## src/rtl/elu_lookup_ctrl_if.sv

```systemverilog
// elu_lookup_ctrl_if: sample-in / activation-out streams plus the
// ELU ROM read port, bundled for the elu_lookup_ctrl front end.
interface elu_lookup_ctrl_if #(
    parameter int IN_WIDTH = 16,
    parameter int DWIDTH   = 8,
    parameter int AWIDTH   = 11
);
    logic                       s_valid;
    logic                       s_ready;
    logic signed [IN_WIDTH-1:0] s_data;
    logic                       m_valid;
    logic                       m_ready;
    logic signed [DWIDTH-1:0]   m_data;
    logic                       m_sat;
    logic [AWIDTH-1:0]          rom_addr;
    logic [DWIDTH-1:0]          rom_q;

    // Environment side: upstream producer, downstream consumer, ROM.
    modport master (
        output s_valid,
        output s_data,
        output m_ready,
        output rom_q,
        input  s_ready,
        input  m_valid,
        input  m_data,
        input  m_sat,
        input  rom_addr
    );

    // Controller side.
    modport slave (
        input  s_valid,
        input  s_data,
        input  m_ready,
        input  rom_q,
        output s_ready,
        output m_valid,
        output m_data,
        output m_sat,
        output rom_addr
    );
endinterface

```

## src/rtl/elu_lookup_ctrl.sv

```systemverilog
// elu_lookup_ctrl: clamps signed samples to ELU ROM addresses and streams
// looked-up activations out. Optional macro ELU_POS_BYPASS_EN skips the ROM for x >= 0.
module elu_lookup_ctrl #(
    parameter int IN_WIDTH = 16,
    parameter int DWIDTH   = 8,
    parameter int AWIDTH   = 11,
    parameter int WORDS    = 1597,
    parameter int ZERO_IDX = 1596
) (
    input logic              clk,
    input logic              rst,
    elu_lookup_ctrl_if.slave bus
);

    localparam int IW2 = IN_WIDTH + 2;

    localparam logic signed [IW2-1:0] LP_ZERO   = IW2'(ZERO_IDX);
    localparam logic signed [IW2-1:0] LP_LAST   = IW2'(WORDS - 1);
    localparam logic [AWIDTH-1:0]     LP_LAST_A = AWIDTH'(WORDS - 1);

    logic                  r_v1;
    logic                  r_v2;
    logic [AWIDTH-1:0]     r_addr1;
    logic [AWIDTH-1:0]     r_addr2;
    logic                  r_sat1;
    logic                  r_sat2;

    logic                  w_adv1;
    logic                  w_adv2;
    logic                  w_accept;
    logic signed [IW2-1:0] w_idx;
    logic [AWIDTH-1:0]     w_addr;
    logic                  w_tsat;
    logic                  w_sat1;
    logic [DWIDTH-1:0]     w_data;

    // Stage 2 frees up on a downstream take; stage 1 frees up behind it.
    assign w_adv2   = !r_v2 || bus.m_ready;
    assign w_adv1   = !r_v1 || w_adv2;
    assign w_accept = bus.s_valid && w_adv1;

    // Widen by two bits so x + ZERO_IDX never wraps before clamping.
    assign w_idx = $signed({{2{bus.s_data[IN_WIDTH-1]}}, bus.s_data})
                 + LP_ZERO;

    // Clamp the table index into [0, WORDS-1].
    always_comb begin
        w_addr = w_idx[AWIDTH-1:0];
        w_tsat = 1'b0;
        if (w_idx[IW2-1]) begin
            w_addr = '0;
            w_tsat = 1'b1;
        end else if (w_idx > LP_LAST) begin
            w_addr = LP_LAST_A;
            w_tsat = 1'b1;
        end
    end

`ifdef ELU_POS_BYPASS_EN
    localparam logic signed [IN_WIDTH-1:0] LP_BMAX =
        IN_WIDTH'((1 << (DWIDTH - 1)) - 1);

    logic              r_byp1;
    logic              r_byp2;
    logic [DWIDTH-1:0] r_bval1;
    logic [DWIDTH-1:0] r_bval2;
    logic              w_byp;
    logic              w_bsat;
    logic [DWIDTH-1:0] w_bval;

    // Non-negative samples pass through, clamped to the positive range.
    always_comb begin
        w_byp  = !bus.s_data[IN_WIDTH-1];
        w_bsat = w_byp && (bus.s_data > LP_BMAX);
        w_bval = w_bsat ? LP_BMAX[DWIDTH-1:0]
                        : bus.s_data[DWIDTH-1:0];
    end

    assign w_sat1 = w_byp ? w_bsat : w_tsat;

    // Bypass flag and value travel alongside the address.
    always_ff @(posedge clk or posedge rst) begin
        if (rst) begin
            r_byp1  <= 1'b0;
            r_bval1 <= '0;
            r_byp2  <= 1'b0;
            r_bval2 <= '0;
        end else begin
            if (w_adv2) begin
                r_byp2  <= r_byp1;
                r_bval2 <= r_bval1;
            end
            if (w_accept) begin
                r_byp1  <= w_byp;
                r_bval1 <= w_bval;
            end
        end
    end

    assign w_data = !r_v2  ? '0 :
                    r_byp2 ? r_bval2 : bus.rom_q;
`else
    assign w_sat1 = w_tsat;
    assign w_data = r_v2 ? bus.rom_q : '0;
`endif

    // Two-stage pipe: stage 2 holds the sample whose ROM word is on rom_q.
    always_ff @(posedge clk or posedge rst) begin
        if (rst) begin
            r_v1    <= 1'b0;
            r_addr1 <= '0;
            r_sat1  <= 1'b0;
            r_v2    <= 1'b0;
            r_addr2 <= '0;
            r_sat2  <= 1'b0;
        end else begin
            if (w_adv2) begin
                r_v2    <= r_v1;
                r_addr2 <= r_addr1;
                r_sat2  <= r_sat1;
            end
            if (w_adv1) begin
                r_v1 <= w_accept;
            end
            if (w_accept) begin
                r_addr1 <= w_addr;
                r_sat1  <= w_sat1;
            end
        end
    end

    // Re-issue addr2 while stalled so rom_q keeps showing its word.
    assign bus.rom_addr = (r_v2 && !bus.m_ready) ? r_addr2 : r_addr1;

    assign bus.s_ready = w_adv1;
    assign bus.m_valid = r_v2;
    assign bus.m_sat   = r_v2 && r_sat2;
    assign bus.m_data  = w_data;

endmodule

```

## src/flat_wrapper.sv

```systemverilog
// flat-port wrapper written by rule: the top's interface ports become plain ports
module elu_lookup_ctrl_flat 
#(
    parameter int IN_WIDTH = 16,
    parameter int DWIDTH   = 8,
    parameter int AWIDTH   = 11,
    parameter int WORDS    = 1597,
    parameter int ZERO_IDX = 1596
)
  (clk, rst, bus_s_valid, bus_s_data, bus_m_ready, bus_rom_q, bus_s_ready, bus_m_valid, bus_m_data, bus_m_sat, bus_rom_addr);
  elu_lookup_ctrl_if #(.IN_WIDTH(IN_WIDTH), .DWIDTH(DWIDTH), .AWIDTH(AWIDTH)) bus_i ();
  input logic clk;
  input logic rst;
  input wire logic [$bits(bus_i.s_valid)-1:0] bus_s_valid;
  input wire logic [$bits(bus_i.s_data)-1:0] bus_s_data;
  input wire logic [$bits(bus_i.m_ready)-1:0] bus_m_ready;
  input wire logic [$bits(bus_i.rom_q)-1:0] bus_rom_q;
  output wire logic [$bits(bus_i.s_ready)-1:0] bus_s_ready;
  output wire logic [$bits(bus_i.m_valid)-1:0] bus_m_valid;
  output wire logic [$bits(bus_i.m_data)-1:0] bus_m_data;
  output wire logic [$bits(bus_i.m_sat)-1:0] bus_m_sat;
  output wire logic [$bits(bus_i.rom_addr)-1:0] bus_rom_addr;
  assign bus_i.s_valid = bus_s_valid;
  assign bus_i.s_data = bus_s_data;
  assign bus_i.m_ready = bus_m_ready;
  assign bus_i.rom_q = bus_rom_q;
  assign bus_s_ready = bus_i.s_ready;
  assign bus_m_valid = bus_i.m_valid;
  assign bus_m_data = bus_i.m_data;
  assign bus_m_sat = bus_i.m_sat;
  assign bus_rom_addr = bus_i.rom_addr;
  elu_lookup_ctrl #(.IN_WIDTH(IN_WIDTH), .DWIDTH(DWIDTH), .AWIDTH(AWIDTH), .WORDS(WORDS), .ZERO_IDX(ZERO_IDX)) u_core (.clk(clk), .rst(rst), .bus(bus_i));
endmodule
```

## config.mk

```make
export PLATFORM = sky130hd
export DESIGN_NAME = elu_lookup_ctrl_flat
export DESIGN_NICKNAME = d
export VERILOG_FILES = /design/src/rtl/elu_lookup_ctrl_if.sv /design/src/rtl/elu_lookup_ctrl.sv /design/src/flat_wrapper.sv
export SDC_FILE = /design/constraint.sdc
export NUM_CORES = 1
export LEC_CHECK = 0
export ABC_AREA = 1
export BUFFER_PORTS_ARGS = -buffer_cell sky130_fd_sc_hd__buf_2
export CAP_MARGIN = 0
export CORE_MARGIN = 2
export CORE_UTILIZATION = 39
export DETAILED_ROUTE_END_ITERATION = 8
export PLACE_DENSITY_LB_ADDON = 0.08
export SKIP_LAST_GASP = 1
export SLEW_MARGIN = 20
export SYNTH_ARGS = -nofsm -noshare
export SYNTH_HDL_FRONTEND = slang
export SYNTH_SLANG_ARGS = --single-unit
```

## constraint.sdc

```tcl
create_clock -name clk -period 1.6 [get_ports clk]
set_clock_uncertainty 0.2 [all_clocks]
set_input_delay 0.48 -clock clk [delete_from_list [all_inputs] [get_ports clk]]
set_output_delay 0.48 -clock clk [all_outputs]
set_load 0.005 [all_outputs]
```

---- Word level (Yosys, flattened, before mapping) ----
Index checks and enable logic that the tools add are counted.
word-level totals
  register bits after elaboration ......... 26
  output and inout port bits .............. 22
cells by class
  $add $sub $neg .......................... 1
  $lt $le $gt $ge ......................... 1
  multiplexer cells ....................... 6
  reduce and logical (&&, ||, !) cells .... 8
operator list
  kind                                                                    number
  11-bit two-way mux                                                      3
  18-bit by 12-bit > comparator with 1-bit output, second input constant  1
  16-bit by 12-bit adder with 17-bit output, second input constant        1
  8-bit two-way mux                                                       1
  1-bit logical AND                                                       3
  1-bit logical NOT                                                       3
  1-bit logical OR                                                        2
  1-bit two-way mux                                                       2

---- Longest topological paths before layout ----
  word-level depth ........................ 4
  gate-level depth with buffers ........... 16
  gate-level depth less buffers ........... 15

---- Least setup slack after synthesis ----
Ideal clock, no wire load.
  path type ............................... in2reg
  from .................................... input port bus_s_data[2]
  to ...................................... register u_core.r_addr1[9]
  library setup time ...................... 117 ps
  arrival ................................. 1731 ps
  required time ........................... 1283 ps
  path slack .............................. -448 ps
  stages on the path ...................... 16
  path buffers ............................ 1
  cell sequence ........................... inv_1 -> ha_1 -> nand2_4 -> nand2_1 -> nand2_2 -> nand2_1 -> nand2_1 -> nand2_1 -> nand3_1 -> nor2_1 -> nand2_1 -> nand3_2 -> buf_6 -> nand2_1 -> nand2_1 -> nand2_1
between the ends
  longest elaborated chain between the ends .. 4
RTL lines
  item                                             line                    RTL
  start: declaration                               flat_wrapper.sv:15      input wire logic [$bits(bus_i.s_data)-1:0] bus_s_data;
  16-bit by 12-bit adder with 17-bit output (*)    elu_lookup_ctrl.sv:44   + LP_ZERO;
  18-bit by 12-bit > comparator with 1-bit output  elu_lookup_ctrl.sv:53   end else if (w_idx > LP_LAST) begin
  11-bit two-way mux                               elu_lookup_ctrl.sv:53
  11-bit two-way mux (*)                           elu_lookup_ctrl.sv:50   if (w_idx[IW2-1]) begin
  end signal: assignment                           elu_lookup_ctrl.sv:126  r_addr1 <= w_addr;
  end: declaration                                 elu_lookup_ctrl.sv:23   logic [AWIDTH-1:0] r_addr1;
Mark *: on every way between the ends. The rest lies on a longest branch, timed or not.
A chain may end at the register's enable or synchronous reset.

---- Worst setup path in the final report ----
  from .................................... input port bus_s_data[3]
  to ...................................... register u_core.r_addr1[9]
The elaborated chain is that of the path after synthesis.

==> flow_metrics.env <==
export IMPL_status="complete, but fails checks"
export IMPL_violations="setup timing"
export IMPL_critical_path_arrival_ps=1900
export IMPL_hold_viol=0
export IMPL_cts_tree="built"
export IMPL_syn_to_final_growth_pct=63.8
export IMPL_synth_compound_area_frac=0.00771
export IMPL_clock_root_buffer="clkbuf_8"
export IMPL_endpoint_kind="flip-flop"
export IMPL_leakage_nw=1.55
export IMPL_die_area_um2=4690
export IMPL_drv_slew=0
export IMPL_yosysSeqAreaShare=0.401
export IMPL_rr_worst_depth=10
export IMPL_fin_crit_sh=1.21
export IMPL_yosys_warnings=0
export IMPL_viasPerCell=4.47
export IMPL_holdBufCountCts=0
export IMPL_layout_setup_ws_ps=-334
export IMPL_fp_row_count=23
export IMPL_r2r_start="u_core.bus.m_valid"
export IMPL_start_kind="input pin"
export IMPL_cts_sinks=26
export IMPL_antenna_found_initial=0
export IMPL_ys_seq_elements=26
export IMPL_syn_area_um2=1620
export IMPL_core_area_um2=4000
export IMPL_synthMuxAreaShare=0
export IMPL_ys_types=24
export IMPL_critPathMaxFanout=6
export IMPL_fin_cells=387
export IMPL_hold_path_class="input pin to async pin"
export IMPL_grt_pass1_wl_um=6160
export IMPL_postRouteWirelength_um=3940
export IMPL_max_cap_violations=0
export IMPL_clk_path_buf_depth=2
export IMPL_place_gp_congestion=0.832
export IMPL_finalSetupViolCount=34
export IMPL_grt_pass1_vias=1491
export IMPL_diodes=0
export IMPL_nets=367
export IMPL_grt_ovfl_total=0
export IMPL_fmax_mhz=517
export IMPL_h_tree_depth=1
export IMPL_maxSlewHeadroom=0.784
export IMPL_first_pass_iters=4
export IMPL_synthAdderAreaFrac=0.00771
export IMPL_dp_cells=376
export IMPL_initial_core_util=0.406
export IMPL_first_iter_violations=51
export IMPL_num_vias=1730
export IMPL_synthSimpleGateAreaFrac=0.455
export IMPL_critPathKind="input pin to flip-flop"
export IMPL_place_hpwl_um=2990
export IMPL_wire_per_inst_um=10.2
export IMPL_die_x_um=68.5
export IMPL_syn_area_per_cell_um2=6.68
export IMPL_grt_max_degree=27
export IMPL_fin_hold_ws_ps=46.5
export IMPL_dieHeight_um=68.5
export IMPL_path_clk_slew_ps=90
export IMPL_boundaryPins=50
export IMPL_synth_top_family_by_area="simple AND/OR/NAND/NOR gates"
export IMPL_rsz0062_at_grt="true"
export IMPL_synthXorXnorAreaFrac=0.0254
export IMPL_p_per_area_nw_per_um2=749
export IMPL_synth_nets=272
export IMPL_postRouteAntennaNets=0
export IMPL_final_common_cell="nand2_1"
export IMPL_clk_latency_ps=260
export IMPL_final_cell_mix="nand2_1 (102), buf_2 (44), buf_4 (40), inv_1 (29), dfrtp_1 (26)"
export IMPL_ir_drop_mv=0.433
export IMPL_syn_inst=243
export IMPL_drive_above_1_share=0.469
export IMPL_period_needed_ps=1930
export IMPL_track_usage=0.171
export IMPL_cts_inserted_buffers=3
export IMPL_reg2reg_setup_slack_ps=40
export IMPL_worst_slew_pin_transition_ps=324
export IMPL_drc=0
export IMPL_r2r_end="u_core.r_addr1[7]"
export IMPL_worstPathRequired_ps=1560
export IMPL_pre_cts_ws_ps=-715
export IMPL_io_buffers=49
[state kept, by name, indices dropped and copies added, names as in the netlist]
signal	count
u_core.r_sat2	1
u_core.r_v1	1
u_core.r_addr2	11
u_core.r_addr1	11
u_core.r_sat1	1
u_core.bus.m_valid	1
[synthesized netlist by cell type, drive strengths merged]
library cell | n | area (µm²)
nor3 | 3 | 20.0
clkbuf | 3 | 11.3
buf | 3 | 21.3
dfrtp | 26 | 651
nand3 | 19 | 100
o211ai | 1 | 7.51
a21oi | 1 | 5.00
xor2 | 3 | 41.3
nor2 | 14 | 75.1
nand4 | 1 | 12.5
nand2 | 129 | 509
nand3b | 2 | 15.0
inv | 36 | 135
ha | 1 | 12.5
or2 | 1 | 6.26
[per-stage QoR]
| stage | area [µm²] | total power, mW | utilization | TNS (ps) |
|---|---|---|---|---|
| final | 2660 | 1.99 | 0.665 | -9970 |
| after global routing | 2660 | 2.12 | 0.665 | -12550 |
| after CTS | 2470 | 1.94 | 0.617 | -8530 |
| after detailed placement | 2270 | 1.36 | 0.567 | -10900 |
| after global placement | 2270 | 1.35 | 0.567 | -10290 |
| after floorplan | 1690 | 1.09 | - | -3720 |
[report_power, final]
part | leakage [nW] | internal, mW | switching, mW | total, mW
combinational | 1.19 | 0.330 | 0.337 | 0.668
sequential | 0.330 | 0.749 | 0.0367 | 0.786
clock | 0.0357 | 0.334 | 0.203 | 0.537
total | 1.55 | 1.41 | 0.577 | 1.99
[worst max-delay path by stage]
stage,startpoint,endpoint,slack [ps]
final,bus_s_data[3],u_core.r_addr1[9],-330
after global routing,bus_s_data[3],u_core.r_addr1[9],-440
after CTS,u_core.bus.m_valid,bus_rom_addr[3],-340
after detailed placement,bus_s_data[3],u_core.r_addr1[7],-720
after global placement,bus_s_data[2],u_core.r_addr1[7],-680
after floorplan,bus_s_data[2],u_core.r_addr1[6],-310
[routing by layer]
| metal | global-route usage | share of wire |
|---|---|---|
| met1 | 0.218 | 0.45 |
| met3 | 0.0276 | 0.040 |
| met5 | 0 | 0 |
| met2 | 0.290 | 0.49 |
| met4 | 0.0650 | 0.017 |
[area by class of cell]
cell class                      count  area, µm²
Fill cell                         351       1340
Multi-Input combinational cell    176       1030
Timing Repair Buffer               95        683
Sequential cell                    26        651
Inverter                           36        163
Tap cell                           50       62.6
Clock buffer                        3       41.3
Clock inverter                      1       30.0
[cells by family after synthesis]
kind of cell / after synthesis
XOR/XNOR: 3
buffers and inverters: 42
flip-flops: 26
AND/OR/NAND/NOR: 169
AO/OA/AOI/OAI: 2
adder cells (fa/ha/maj): 1
[repair_timing]
action                                  4_1_cts  5_1_grt
gates resized for setup                      27       40
pin swaps                                    13       24
buffers inserted                              1        4
gates cloned                                  2        0
endpoints found under the setup margin       34       34
[critical path, cell delays in order]
cell and delay, ps:
buf_12 110, inv_12 40, ha_4 190, nand2_8 90
nand2_4 90, nand2_4 60, nand2_2 50, nand2_1 50
nand2_2 70, nand3_2 80, nor2_2 150, nand2_2 110
nand3_4 140, nand2_1 70, nand2_1 50, nand2_1 50
Power figures use the tool's default switching activity.
